<file path="config.mk">
export PLATFORM = sky130hd
export DESIGN_NAME = tap_controller_flat
export DESIGN_NICKNAME = d
export VERILOG_FILES = /design/src/rtl/tap_pkg.sv /design/src/rtl/tap_controller_if.sv /design/src/rtl/tap_clock_gate.sv /design/src/rtl/tap_controller.sv /design/src/flat_wrapper.sv
export SDC_FILE = /design/constraint.sdc
export NUM_CORES = 1
export LEC_CHECK = 0
export CAP_MARGIN = 20
export CORE_AREA = 5 5 66 68
export DETAILED_ROUTE_END_ITERATION = 10
export DIE_AREA = 0 0 71 73
export DONT_BUFFER_PORTS = 1
export GPL_TIMING_DRIVEN = 1
export PLACE_DENSITY_LB_ADDON = 0.15
export SLEW_MARGIN = 25
export SYNTH_ARGS = -nofsm -noshare
export SYNTH_HDL_FRONTEND = slang
export SYNTH_SLANG_ARGS = --single-unit
</file>
<file path="constraint.sdc">
create_clock -name tck -period 1.7 [get_ports tck]
set_input_delay 0.51 -clock tck [delete_from_list [all_inputs] [get_ports tck]]
set_output_delay 0.51 -clock tck [all_outputs]
set_load 0.01 [all_outputs]
</file>
<file path="src/rtl/tap_pkg.sv">
// Shared TAP definitions: the 1149.1 state encoding and the next-state rule,
// used by the controller and by anything that needs to predict it.
package tap_pkg;

  localparam int TAP_RESET_TMS_COUNT = 5;

  typedef enum logic [3:0] {
    EXIT2_DR   = 4'h0,
    EXIT1_DR   = 4'h1,
    SHIFT_DR   = 4'h2,
    PAUSE_DR   = 4'h3,
    SELECT_IR  = 4'h4,
    UPDATE_DR  = 4'h5,
    CAPTURE_DR = 4'h6,
    SELECT_DR  = 4'h7,
    EXIT2_IR   = 4'h8,
    EXIT1_IR   = 4'h9,
    SHIFT_IR   = 4'hA,
    PAUSE_IR   = 4'hB,
    RTI        = 4'hC,
    UPDATE_IR  = 4'hD,
    CAPTURE_IR = 4'hE,
    TLR        = 4'hF
  } tap_state_e;

  function automatic tap_state_e tap_next(input tap_state_e s, input logic tms);
    tap_state_e n;
    n = TLR;
    case (s)
      TLR:        n = tms ? TLR       : RTI;
      RTI:        n = tms ? SELECT_DR : RTI;
      SELECT_DR:  n = tms ? SELECT_IR : CAPTURE_DR;
      CAPTURE_DR: n = tms ? EXIT1_DR  : SHIFT_DR;
      SHIFT_DR:   n = tms ? EXIT1_DR  : SHIFT_DR;
      EXIT1_DR:   n = tms ? UPDATE_DR : PAUSE_DR;
      PAUSE_DR:   n = tms ? EXIT2_DR  : PAUSE_DR;
      EXIT2_DR:   n = tms ? UPDATE_DR : SHIFT_DR;
      UPDATE_DR:  n = tms ? SELECT_DR : RTI;
      SELECT_IR:  n = tms ? TLR       : CAPTURE_IR;
      CAPTURE_IR: n = tms ? EXIT1_IR  : SHIFT_IR;
      SHIFT_IR:   n = tms ? EXIT1_IR  : SHIFT_IR;
      EXIT1_IR:   n = tms ? UPDATE_IR : PAUSE_IR;
      PAUSE_IR:   n = tms ? EXIT2_IR  : PAUSE_IR;
      EXIT2_IR:   n = tms ? UPDATE_IR : SHIFT_IR;
      UPDATE_IR:  n = tms ? SELECT_DR : RTI;
      default:    n = TLR;
    endcase
    return n;
  endfunction

endpackage

</file>
<file path="src/rtl/tap_controller_if.sv">
// Signal bundle between the TAP controller (master) and the IR/DR logic it steers.
interface tap_controller_if #(
    parameter int STATE_W = 4
);
    // No valid/ready handshake: tms is sampled on every rising tck and every
    // output is a level that is valid for the whole tck cycle of its state.
    logic               tms;
    logic               tl_reset;
    logic               captureIR;
    logic               shiftIR;
    logic               updateIR;
    logic               captureDR;
    logic               shiftDR;
    logic               updateDR;
    logic               tck_ir;
    logic               tck_dr;
    logic               ir_sel;
    logic               tdo_en;
    logic [STATE_W-1:0] state;

    modport master (
        input  tms,
        output tl_reset, captureIR, shiftIR, updateIR,
        output captureDR, shiftDR, updateDR,
        output tck_ir, tck_dr, ir_sel, tdo_en, state
    );

    modport slave (
        output tms,
        input  tl_reset, captureIR, shiftIR, updateIR,
        input  captureDR, shiftDR, updateDR,
        input  tck_ir, tck_dr, ir_sel, tdo_en, state
    );
endinterface

</file>
<file path="src/rtl/tap_clock_gate.sv">
// Latch-based clock gate: enable is only allowed to change while clk is low,
// so the gated clock never produces a runt pulse.
module tap_clock_gate (
    input  logic clk,
    input  logic rst_n,
    input  logic en,
    output logic gclk
);
    logic en_l;

    // Reset clears the latch so an aborted scan stops the shift clock at once.
    always_latch begin
        if (!rst_n) begin
            en_l <= 1'b0;
        end else if (!clk) begin
            en_l <= en;
        end
    end

    assign gclk = clk & en_l;
endmodule

</file>
<file path="src/rtl/tap_controller.sv">
// IEEE 1149.1 TAP controller: tracks the 16-state FSM on rising tck and drives
// registered capture/shift/update strobes, gated shift clocks and TDO enable.
module tap_controller
    import tap_pkg::*;
#(
    parameter bit TDO_EN_NEGEDGE = 1'b1,
    parameter int STATE_W        = 4
) (
    input  logic              tck,
    input  logic              trst_n,
    tap_controller_if.master  bus
);
    tap_state_e state_q;
    tap_state_e state_d;

    logic tl_reset_q, ir_sel_q;
    logic capture_ir_q, shift_ir_q, update_ir_q;
    logic capture_dr_q, shift_dr_q, update_dr_q;
    logic tdo_en_q;
    logic en_ir, en_dr;

    always_ff @(posedge tck or negedge trst_n) begin
        if (!trst_n) begin
            state_q <= TLR;
        end else begin
            state_q <= state_d;
        end
    end

    always_comb begin
        state_d = TLR;
        state_d = tap_next(state_q, bus.tms);
    end

    // Strobes are decoded from the next state and registered, so each output
    // is a clean flop output aligned with the state it names.
    always_ff @(posedge tck or negedge trst_n) begin
        if (!trst_n) begin
            tl_reset_q   <= 1'b1;
            ir_sel_q     <= 1'b1;
            capture_ir_q <= 1'b0;
            shift_ir_q   <= 1'b0;
            update_ir_q  <= 1'b0;
            capture_dr_q <= 1'b0;
            shift_dr_q   <= 1'b0;
            update_dr_q  <= 1'b0;
        end else begin
            tl_reset_q   <= (state_d == TLR);
            ir_sel_q     <= (state_d inside {SELECT_IR, CAPTURE_IR, SHIFT_IR, EXIT1_IR,
                                             PAUSE_IR, EXIT2_IR, UPDATE_IR, TLR});
            capture_ir_q <= (state_d == CAPTURE_IR);
            shift_ir_q   <= (state_d == SHIFT_IR);
            update_ir_q  <= (state_d == UPDATE_IR);
            capture_dr_q <= (state_d == CAPTURE_DR);
            shift_dr_q   <= (state_d == SHIFT_DR);
            update_dr_q  <= (state_d == UPDATE_DR);
        end
    end

    generate
        if (TDO_EN_NEGEDGE) begin : g_tdo_neg
            always_ff @(negedge tck or negedge trst_n) begin
                if (!trst_n) begin
                    tdo_en_q <= 1'b0;
                end else begin
                    tdo_en_q <= (state_q inside {SHIFT_IR, SHIFT_DR});
                end
            end
        end else begin : g_tdo_pos
            always_ff @(posedge tck or negedge trst_n) begin
                if (!trst_n) begin
                    tdo_en_q <= 1'b0;
                end else begin
                    tdo_en_q <= (state_d inside {SHIFT_IR, SHIFT_DR});
                end
            end
        end
    endgenerate

    assign en_ir = (state_q inside {CAPTURE_IR, SHIFT_IR});
    assign en_dr = (state_q inside {CAPTURE_DR, SHIFT_DR});

    tap_clock_gate u_gate_ir (
        .clk   (tck),
        .rst_n (trst_n),
        .en    (en_ir),
        .gclk  (bus.tck_ir)
    );

    tap_clock_gate u_gate_dr (
        .clk   (tck),
        .rst_n (trst_n),
        .en    (en_dr),
        .gclk  (bus.tck_dr)
    );

    assign bus.tl_reset  = tl_reset_q;
    assign bus.ir_sel    = ir_sel_q;
    assign bus.captureIR = capture_ir_q;
    assign bus.shiftIR   = shift_ir_q;
    assign bus.updateIR  = update_ir_q;
    assign bus.captureDR = capture_dr_q;
    assign bus.shiftDR   = shift_dr_q;
    assign bus.updateDR  = update_dr_q;
    assign bus.tdo_en    = tdo_en_q;
    assign bus.state     = STATE_W'(state_q);
endmodule

</file>
<file path="src/flat_wrapper.sv">
// flat-port wrapper written by rule: the top's interface ports become plain ports
module tap_controller_flat import tap_pkg::*;
#(
    parameter bit TDO_EN_NEGEDGE = 1'b1,
    parameter int STATE_W        = 4
)
  (tck, trst_n, bus_tms, bus_tl_reset, bus_captureIR, bus_shiftIR, bus_updateIR, bus_captureDR, bus_shiftDR, bus_updateDR, bus_tck_ir, bus_tck_dr, bus_ir_sel, bus_tdo_en, bus_state);
  tap_controller_if #(.STATE_W(STATE_W)) bus_i ();
  input  logic tck;
  input  logic trst_n;
  input wire logic [$bits(bus_i.tms)-1:0] bus_tms;
  output wire logic [$bits(bus_i.tl_reset)-1:0] bus_tl_reset;
  output wire logic [$bits(bus_i.captureIR)-1:0] bus_captureIR;
  output wire logic [$bits(bus_i.shiftIR)-1:0] bus_shiftIR;
  output wire logic [$bits(bus_i.updateIR)-1:0] bus_updateIR;
  output wire logic [$bits(bus_i.captureDR)-1:0] bus_captureDR;
  output wire logic [$bits(bus_i.shiftDR)-1:0] bus_shiftDR;
  output wire logic [$bits(bus_i.updateDR)-1:0] bus_updateDR;
  output wire logic [$bits(bus_i.tck_ir)-1:0] bus_tck_ir;
  output wire logic [$bits(bus_i.tck_dr)-1:0] bus_tck_dr;
  output wire logic [$bits(bus_i.ir_sel)-1:0] bus_ir_sel;
  output wire logic [$bits(bus_i.tdo_en)-1:0] bus_tdo_en;
  output wire logic [$bits(bus_i.state)-1:0] bus_state;
  assign bus_i.tms = bus_tms;
  assign bus_tl_reset = bus_i.tl_reset;
  assign bus_captureIR = bus_i.captureIR;
  assign bus_shiftIR = bus_i.shiftIR;
  assign bus_updateIR = bus_i.updateIR;
  assign bus_captureDR = bus_i.captureDR;
  assign bus_shiftDR = bus_i.shiftDR;
  assign bus_updateDR = bus_i.updateDR;
  assign bus_tck_ir = bus_i.tck_ir;
  assign bus_tck_dr = bus_i.tck_dr;
  assign bus_ir_sel = bus_i.ir_sel;
  assign bus_tdo_en = bus_i.tdo_en;
  assign bus_state = bus_i.state;
  tap_controller #(.TDO_EN_NEGEDGE(TDO_EN_NEGEDGE), .STATE_W(STATE_W)) u_core (.tck(tck), .trst_n(trst_n), .bus(bus_i));
endmodule
</file>
==> summary.txt <==
Ports -> 18
final hold violations -> 13
vias in the first global route -> 663
DR vias -> 554
Post-Syn Nets -> 61
Fin Hold WS -> -0.580 ns
number of synthesized flops with an enable pin -> 0
startpoint types -> clock port
Initial Util -> 0.168
Post-Syn Area -> 639 sq um
synth cell count leaders -> dfrtp_1, dfstp_2, nand2_1
Max Fanout on Critical Path -> 2
setup TNS -> -1.90 ns
Detail Placement HPWL -> 1.03 mm
Synth-to-Final Area Change -> 76.7%
#FFs+latches synth -> 15
Worst R2R Setup Slack -> 0.04 ns
Final Setup Violations -> 6
Clock Skew -> 0.0580 ns
Die ar. -> 5180 sq um
Cell Rows -> 23
gr usage total -> 0.0937
crit path kind -> clk2out
post-synthesis instance total -> 58
Std-Cell Core Area -> 3800 sq um
area of the multi-input gates -> 260 sq um
largest net degree at the start of global routing -> 17
async set-reset flop share out of synthesis -> 0.867
Layout fillers -> 387
share of layout cells above drive strength 1 -> 0.488
WL/cell -> 14.0 um
Ant. Diodes -> 0
Die Wd -> 71 um
GPL Wtd Cong -> 0.679
min-delay worst type -> in2gate
initial DRC count -> 18
status -> finished, violations left
worst vdd ir -> 523 uV
cell breakdown of the critical path -> clkbuf_8, clkbuf_8, clkbuf_8, clkbuf_8, clkbuf_8, clkbuf_8, clkbuf_8, and2_4
Total Power -> 2.58 mW
Avg Synthesized Cell Area -> 11.0 sq um
Residual DRC -> 0
layout net count -> 87
# port buffers -> 0
yosys warns -> 0
Slew HR -> 0.835
grt ovf -> 0
Vias per Instance -> 4.13
Pre-antenna DRT Iters -> 4
Die Ht -> 73 um
Top Family by Delay on Critical Path -> buffers and inverters
Post-synth top flop -> dfstp_2
FF/Latch Area -> 363 sq um
CP most frequent cell -> clkbuf_8
pins over their slew limit -> 0
PD cells -> 2280 nW/um^2
critical path capture point type -> output pin
Crit-path slowest cell -> and2_4
Final Routed Wirelength -> 1.87 mm
CP Buf/Inv Count -> 7
Synth area leaders -> dfstp_2, dfrtp_1, dlxtp_1, dfrtn_1, nand2_1
ANT nets after route -> 0
library cells used by synthesis -> 29
unrepaired setup endpoints after global routing -> yes
first-pass GRT wire length -> 3.38 mm
worst slew pin tran -> 0.245 ns
initial antenna violation count -> 0
CTS tree -> built
final worst slack -> -0.655 ns
WP data required -> 1.19 ns
Yosys top cell area share -> 0.247
cell taking the most area after synthesis -> dfstp_2
failing checks -> negative hold slack, negative setup slack
leakage -> 0.512 nW
CP Data Arrival Time -> 1.84 ns
Skew-Pair Late Insertion Delay -> 0.52 ns
MaxCap Viol Count -> 0
crit-path max cell delay -> 0.16 ns
cells in the final DEF (no fill, tap or decap), drive strengths merged, types with 2 or more instances in the layout:
master	count
a21oi	4
and2	2
buf	9
bufbuf	2
clkbuf	19
dfrtp	6
dfstp	6
dlxtp	2
nand2	6
nand2b	3
nor2	3
nor4b	2
o21ai	2
or3	2
area by class of cell:
| class | count | share of cell area |
|---|---|---|
| clock inverter | 1 | 0.00332 |
| multi-input combinational | 38 | 0.230 |
| sequential | 15 | 0.321 |
| timing repair buffer | 13 | 0.192 |
| tap | 50 | 0.0554 |
| clock buffer | 17 | 0.198 |
flip-flops by register name, summed over array words and instances (netlist names):
signal	count
u_core.bus.shiftDR	1
u_core.bus.updateIR	1
u_core.bus.tdo_en	1
u_core.bus.ir_sel	1
u_core.u_gate_ir.en_l	1
u_core.bus.tl_reset	1
u_core.bus.updateDR	1
u_core.bus.captureIR	1
u_core.bus.state	4
u_core.bus.captureDR	1
u_core.bus.shiftIR	1
u_core.u_gate_dr.en_l	1
worst paths after layout:
kind / startpoint / endpoint / cells after the start
worst max-delay path: tck / bus_tck_dr / 8
worst min-delay path: trst_n / clock gate / 0
worst max register to register: u_core.bus.state[0]$_DFF_PN1_ / u_core.u_gate_ir.en_l$_DLATCH_P_ / 2
worst min register to register: u_core.bus.state[1]$_DFF_PN1_ / u_core.u_gate_dr.en_l$_DLATCH_P_ / 1
max in group asynchronous: trst_n / u_core.bus.tdo_en$_DFF_NN0_ / 0
max in group gated: trst_n / clock gate / 0
min in group asynchronous: trst_n / u_core.bus.captureIR$_DFF_PN0_ / 0
min in group tck: bus_tms / u_core.bus.captureIR$_DFF_PN0_ / 1
cells by family (layout without fill, tap and decap cells):
group	Yosys count	count (layout)	share of synthesized area
latches	2	2	0.0470
compound gates	10	10	0.108
flops	13	13	0.521
buf+inv	5	31	0.0411
mux	1	1	0.0176
simple gates	27	27	0.266
report_power, final:
part           total [mW]  switching [mW]  internal (mW)
Clock                1.05           0.286          0.759
Sequential          0.598           0.115          0.482
Combinational       0.934           0.339          0.594
routing by layer:
metal | global-route usage | vias to the layer above | part of all wire
li1 | - | 255 | -
met1 | 0.0987 | 269 | 0.42
met2 | 0.110 | 20 | 0.46
met3 | 0.0661 | 10 | 0.086
met4 | 0.109 | 0 | 0.036
met5 | 0 | - | 0
repair_timing:
action | in CTS | in global routing
gates resized for setup | 6 | 3
setup buffers | 2 | 3
gates cloned | 2 | 2
endpoints found under the hold margin | 13 | 13
endpoints found under the setup margin | 9 | 9
pin swaps | 0 | 0
through the flow:
stage	util	area, sq um	worst slack [ns]	std cells
floorplan	-	668	-0.172	58
global placement	0.188	716	-0.0839	107
detailed placement	0.188	716	-0.0895	107
CTS	0.275	1050	-0.673	129
global route	0.297	1130	-0.700	134
finish	0.297	1130	-0.655	134
Note: power is estimated with default switching activity, not from simulation.
